## src/rtl/sig_conflict_monitor.sv

```systemverilog
// Purpose: independent lamp monitor for a two-head traffic-light controller; trips to FLASH on the first violation.
// Latency: lamp pins -> CUR/PRV (1 edge) -> FAULT/FCODE/FLASH (1 more edge), i.e. 2 edges pin-to-fault.
// Backpressure: none; passive observer of lamp drives, ACK is a level sampled every cycle.
//
// Ports:
//   CK                  clock, rising edge
//   CLR                 synchronous active-low reset
//   GRN1/YLW1/RED1      head-1 lamp drives
//   GRN2/YLW2/RED2      head-2 lamp drives
//   TEST                accelerated-test mode, suppresses the stuck-output check
//   ACK                 fault acknowledge (honoured only in TRIP with both heads red)
//   FAULT, FCODE[2:0]   latched fault flag and first fault code (0 none .. 5 STUCK)
//   FLASH               force-flash request, high while tripped
//   ARMED               high while actively checking (RUN)
module sig_conflict_monitor #(
  parameter int MIN_YLW = 3,
  parameter int TIMEOUT = 64,
  parameter int CNT_W   = 8
) (
  input  logic       CK,
  input  logic       CLR,
  input  logic       GRN1,
  input  logic       YLW1,
  input  logic       RED1,
  input  logic       GRN2,
  input  logic       YLW2,
  input  logic       RED2,
  input  logic       TEST,
  input  logic       ACK,
  output logic       FAULT,
  output logic [2:0] FCODE,
  output logic       FLASH,
  output logic       ARMED
);

  typedef enum logic [1:0] {
    ST_INIT = 2'd0,
    ST_RUN  = 2'd1,
    ST_TRIP = 2'd2
  } state_e;

  // Head codes are {G,Y,R}; only these three one-hot patterns are valid.
  localparam logic [2:0] H_G = 3'b100;
  localparam logic [2:0] H_Y = 3'b010;
  localparam logic [2:0] H_R = 3'b001;

  localparam logic [2:0] FC_NONE      = 3'd0;
  localparam logic [2:0] FC_LAMP      = 3'd1;
  localparam logic [2:0] FC_CONFLICT  = 3'd2;
  localparam logic [2:0] FC_SEQ       = 3'd3;
  localparam logic [2:0] FC_SHORT_YLW = 3'd4;
  localparam logic [2:0] FC_STUCK     = 3'd5;

  localparam logic [CNT_W-1:0] MIN_YLW_C = CNT_W'(MIN_YLW);
  localparam logic [CNT_W-1:0] TIMEOUT_C = CNT_W'(TIMEOUT);
  localparam logic [CNT_W-1:0] ONE_C     = CNT_W'(1);

  state_e           state_q, state_d;
  logic [2:0]       fcode_q, fcode_d;
  logic [2:0]       cur1_q, cur2_q, prv1_q, prv2_q;
  logic [CNT_W-1:0] ylw1_q, ylw1_d, ylw2_q, ylw2_d;
  logic [CNT_W-1:0] idle_q, idle_d;

  logic       v1, v2;
  logic       chk_lamp, chk_conflict, chk_seq, chk_short, chk_stuck;
  logic       clr_cnt;
  logic [2:0] viol_code;

  function automatic logic head_valid(input logic [2:0] h);
    return (h == H_G) || (h == H_Y) || (h == H_R);
  endfunction

  function automatic logic seq_legal(input logic [2:0] p, input logic [2:0] c);
    logic ok;
    ok = 1'b0;
    case (p)
      H_G:     ok = (c == H_G) || (c == H_Y);
      H_Y:     ok = (c == H_Y) || (c == H_R);
      H_R:     ok = (c == H_R) || (c == H_G);
      default: ok = 1'b0;
    endcase
    return ok;
  endfunction

  function automatic logic [CNT_W-1:0] sat_inc(input logic [CNT_W-1:0] x);
    return (&x) ? x : x + ONE_C;
  endfunction

  // Violation checks on the registered samples.
  always_comb begin
    v1           = head_valid(cur1_q);
    v2           = head_valid(cur2_q);
    chk_lamp     = !v1 || !v2;
    chk_conflict = ((cur1_q == H_G) || (cur1_q == H_Y)) &&
                   ((cur2_q == H_G) || (cur2_q == H_Y));
    chk_seq      = !seq_legal(prv1_q, cur1_q) || !seq_legal(prv2_q, cur2_q);
    // Yellow counters trail CUR by one edge, so while PRV is yellow they hold
    // the full yellow dwell that is ending now.
    chk_short    = ((prv1_q == H_Y) && (cur1_q != H_Y) && (ylw1_q < MIN_YLW_C)) ||
                   ((prv2_q == H_Y) && (cur2_q != H_Y) && (ylw2_q < MIN_YLW_C));
    chk_stuck    = !TEST && (idle_q >= TIMEOUT_C);

    viol_code = FC_NONE;
    if (chk_lamp)          viol_code = FC_LAMP;
    else if (chk_conflict) viol_code = FC_CONFLICT;
    else if (chk_seq)      viol_code = FC_SEQ;
    else if (chk_short)    viol_code = FC_SHORT_YLW;
    else if (chk_stuck)    viol_code = FC_STUCK;
  end

  // State machine: next state and latched fault code.
  always_comb begin
    state_d = state_q;
    fcode_d = fcode_q;
    clr_cnt = 1'b0;
    case (state_q)
      ST_INIT: begin
        if (v1 && v2 && ((cur1_q == H_R) || (cur2_q == H_R))) begin
          state_d = ST_RUN;
        end
      end
      ST_RUN: begin
        if (viol_code != FC_NONE) begin
          state_d = ST_TRIP;
          fcode_d = viol_code;
        end
      end
      ST_TRIP: begin
        // Only a safe all-red picture releases the trip; first code is held.
        if (ACK && (cur1_q == H_R) && (cur2_q == H_R)) begin
          state_d = ST_INIT;
          fcode_d = FC_NONE;
          clr_cnt = 1'b1;
        end
      end
      default: begin
        state_d = ST_INIT;
        fcode_d = FC_NONE;
      end
    endcase
  end

  // Dwell and idle counters.
  always_comb begin
    ylw1_d = (clr_cnt || (cur1_q != H_Y)) ? '0 : sat_inc(ylw1_q);
    ylw2_d = (clr_cnt || (cur2_q != H_Y)) ? '0 : sat_inc(ylw2_q);
    if (clr_cnt || (state_q != ST_RUN) || TEST ||
        (cur1_q != prv1_q) || (cur2_q != prv2_q)) begin
      idle_d = '0;
    end else begin
      idle_d = sat_inc(idle_q);
    end
  end

  always_ff @(posedge CK) begin
    if (!CLR) begin
      state_q <= ST_INIT;
      fcode_q <= FC_NONE;
      cur1_q  <= '0;
      cur2_q  <= '0;
      prv1_q  <= '0;
      prv2_q  <= '0;
      ylw1_q  <= '0;
      ylw2_q  <= '0;
      idle_q  <= '0;
    end else begin
      state_q <= state_d;
      fcode_q <= fcode_d;
      cur1_q  <= {GRN1, YLW1, RED1};
      cur2_q  <= {GRN2, YLW2, RED2};
      prv1_q  <= cur1_q;
      prv2_q  <= cur2_q;
      ylw1_q  <= ylw1_d;
      ylw2_q  <= ylw2_d;
      idle_q  <= idle_d;
    end
  end

  assign FAULT = (state_q == ST_TRIP);
  assign FLASH = (state_q == ST_TRIP);
  assign ARMED = (state_q == ST_RUN);
  assign FCODE = fcode_q;

endmodule

```

## config.mk

```make
export PLATFORM = sky130hd
export DESIGN_NAME = sig_conflict_monitor
export DESIGN_NICKNAME = d
export VERILOG_FILES = /design/src/rtl/sig_conflict_monitor.sv
export SDC_FILE = /design/constraint.sdc
export NUM_CORES = 1
export LEC_CHECK = 0
export CAP_MARGIN = 15
export CORE_MARGIN = 2
export CORE_UTILIZATION = 57
export CTS_CLUSTER_DIAMETER = 40
export DETAILED_ROUTE_END_ITERATION = 16
export PLACE_DENSITY = 0.83
export SYNTH_ARGS = -nofsm -noshare
export SYNTH_HDL_FRONTEND = slang
export SYNTH_SLANG_ARGS = --single-unit
```

## constraint.sdc

```tcl
create_clock -name CK -period 2.5 [get_ports CK]
set_clock_uncertainty 0.1 [all_clocks]
set_input_delay 0.5 -clock CK [delete_from_list [all_inputs] [get_ports CK]]
set_output_delay 0.5 -clock CK [all_outputs]
set_load 0.03 [all_outputs]
```

==> summary.txt <==
Pwr Density - 484 nW/um2
pre-CTS setup slack - 0.457 ns
cell taking the most area after synthesis - dfxtp_1
hold slack - 0.399 ns
Hold-fix buffers, CTS - 0
Die Wd - 64.1 um
DRT Pass-1 Iters - 4
die area - 4110 um2
Setup WS post-layout - 0.138 ns
Layout Cells excl Fill - 298
Worst R2R Path Depth - 7
status - finished clean
Clock Sinks - 41
RePlAce Congestion - 0.826
Tcrit/Tclk final - 94.5%
Yosys cell types - 47
Syn Inst Count - 240
reg-to-reg setup timing slack - 0.45 ns
post-synthesis compound-gate area fraction - 10.3%
fin nets - 264
Post-Synth Adder-Cell Area - 1.82%
EDFF count, synth - 0
fillers - 282
Setup CP Type - register to output port
post-synthesis mux area share - 1.95%
crit path cell chain - nor2b_1, clkdlybuf4s50_1
initial antenna violation count - 0
# rows - 21
Slew HR - 61.5%
worst-path fanout max - 4
routed length per instance - 12.2 um
critical path's top delay family - buffers and inverters
reg2reg end - FCODE[2]$_SDFFE_PN0P_
Slew @ Worst Pin - 0.572 ns
Hold Crit Class - register to register
core box area - 3390 um2
Antenna diodes - 0
Syn Area/Cell - 8.58 um2
FMAX - 423 MHz
# port buffers - 15
Peak supply drop - 0.345 mV
htree depth - 2
count leader, synth - dfxtp_1
GRT overflow - 0
Final setup viols - 0
Critical Path AT - 1.76 ns
fin. max-slew vios - 0
HPWL after DPL - 2.59 mm
hold depth - 2
Critical Path End Type - output port
Commonest cells post-synth - 41 x dfxtp_1, 32 x nor2_1, 18 x nand2_1
layout cells sized above 1 - 5.95%
Root Buffer - clkbuf_4
IO Count - 16
Inserted Clock Buffers - 5
Routed WL - 3.62 mm
first-pass GRT wire length - 6.62 mm
Fin. Hold Viols - 0
simple-gate share of the synthesized area - 32.9%
leakage - 0.000813 uW
XOR/XNOR Fraction of Synth Area - 8.94%
initial drt markers - 124
Die H - 64.1 um
Starting Density - 60.7%
CTS tree - built
post-CTS sizing - 0
Clk Latency, worst-skew pair - 0.35 ns
Hold Path Origin - FCODE[2]$_SDFFE_PN0P_
post-CTS setup buffer count - 0
Area Growth Syn to Fin - 9.67%
Total Neg Setup Slack - 0 ns
Post-Syn Area - 2060 um2
syn_nets - 253
crit path time final - 2.36 ns
Synth Flop Type - dfxtp_1
clock-pin slew on the worst setup and hold paths - 0.13 ns
number of global-route vias before repair - 1,573
Ys Warns - 0
largest net degree at the start of global routing - 22
worst hold endpoint - FCODE[2]$_SDFFE_PN0P_
Crit Reg-Reg Startpoint - ylw1_q[0]$_SDFFE_PP0N_
clk buf depth - 2
number of remaining DRC errors - 0
Via-to-Cell Ratio - 5.59
Tot Pwr - 1090 uW
Seq. cell area - 821 um2
RSZ-0062 raised after global routing - false
Synth area leaders - dfxtp_1 40%, nor2_1 5.8%, xor2_1 5.1%
Multi-input gate area - 1150 um2
main combinational cell family by area after synthesis - simple AND/OR/NAND/NOR gates
flops & latches, synth - 41
Worst Path Buf+Inv - 1
Max-Cap Viols - 0
type of origin of the critical path - register
Worst EP required - 1.90 ns
Max stage delay on crit path - 0.73 ns
via count - 1,667
post-synth top area share - 39.9%
antenna-violating nets left - 0
asr flop ratio synth - 0%
CP max stage cell - clkdlybuf4s50_1
post-synthesis sequential area ratio - 39.9%
DP Cell Count - 290
gr usage total - 20.3%
[worst max path at each step]
stage                             from  cells after the start  slack [ns]                     end
2_1_floorplan   ylw1_q[0]$_SDFFE_PP0N_                      7        0.62   FCODE[2]$_SDFFE_PN0P_
3_3_place_gp                       CLR                      5        0.50  idle_q[3]$_SDFFE_PP0N_
3_5_place_dp                       CLR                      5        0.46  idle_q[3]$_SDFFE_PP0N_
4_1_cts        state_q[0]$_SDFFE_PN0P_                      2        0.12                   ARMED
5_1_grt        state_q[0]$_SDFFE_PN0P_                      2        0.07                   ARMED
6_report       state_q[0]$_SDFFE_PN0P_                      2        0.14                   ARMED
[tightest hold or removal path: stages (launching register included)]
cell       delay [ns]
dfxtp_1          0.35
nand2_1          0.06
o2bb2ai_1        0.06
[layout make-up]
| cell class | count | share of cell area, % |
|---|---|---|
| clock buffer | 5 | 1.66 |
| clock inverter | 3 | 0.776 |
| inverter | 4 | 0.665 |
| multi-input combinational | 183 | 51.0 |
| sequential | 41 | 36.4 |
| tap | 46 | 2.55 |
| timing repair buffer | 16 | 6.98 |
[logic make-up (layout without fill, tap and decap cells)]
| logic type | count (synthesis) | after routing |
|---|---|---|
| AOI/OAI and AO/OA | 30 | 30 |
| xor gates and xnor gates | 21 | 21 |
| adders and majority gates | 3 | 3 |
| buffers and inverters | 16 | 28 |
| DFF | 41 | 41 |
| muxes | 4 | 4 |
| and+or+nand+nor | 125 | 125 |
[power breakdown]
group          switching (uW)  internal (uW)  leakage (uW)
Sequential               23.4            665      0.000333
Clock                     212            106     0.0000310
Combinational            38.0           47.3      0.000449
Total                     273            818      0.000813
[metrics by stage]
stage                     cell area (um2)  util [%]
after floorplan                      2060         -
after global placement               2200      65.0
after detailed placement             2200      65.0
after CTS                            2260      66.6
after global routing                 2260      66.6
final                                2260      66.6
[cell usage in the layout, fill, tap and decap left out, types with 2 or more instances in the layout]
master           synthesis  layout
nand3_1                 13      13
clkinv_2                 0       2
xnor2_1                  9       9
nor4b_1                  2       2
mux2i_1                  4       4
and4_1                   2       2
nand2_1                 18      18
dfxtp_1                 41      41
o21ai_0                  5       5
clkbuf_4                 0       5
xor2_1                  12      12
ha_1                     3       3
clkdlybuf4s50_1          0      15
and3_1                   5       5
a211oi_1                 2       2
inv_1                    4       4
nor2b_1                  2       2
o22ai_1                  2       2
nor3_1                  11      11
and2_1                  15      15
nor2_1                  32      32
nand4_1                  6       6
nor3b_1                  4       4
nor4_1                   5       5
or4_1                    2       2
a21oi_1                  3       3
a31oi_1                  7       7
[flip-flops by register name, indices dropped and copies added, names as in the netlist]
name     count
idle_q       8
ylw1_q       8
ylw2_q       8
FCODE        3
cur1_q       3
cur2_q       3
prv1_q       3
prv2_q       3
state_q      2
[per-layer routing]
| metal | GRT usage (%) | vias to the layer above | wire, um |
|---|---|---|---|
| met1 | 26.0 | 756 | 1830 |
| met2 | 32.2 | 30 | 1620 |
| li1 | - | 876 | - |
| met5 | 0 | - | 0 |
| met4 | 8.78 | 0 | 49 |
| met3 | 5.28 | 5 | 127 |
No activity file was read; power rests on OpenSTA's default activity.
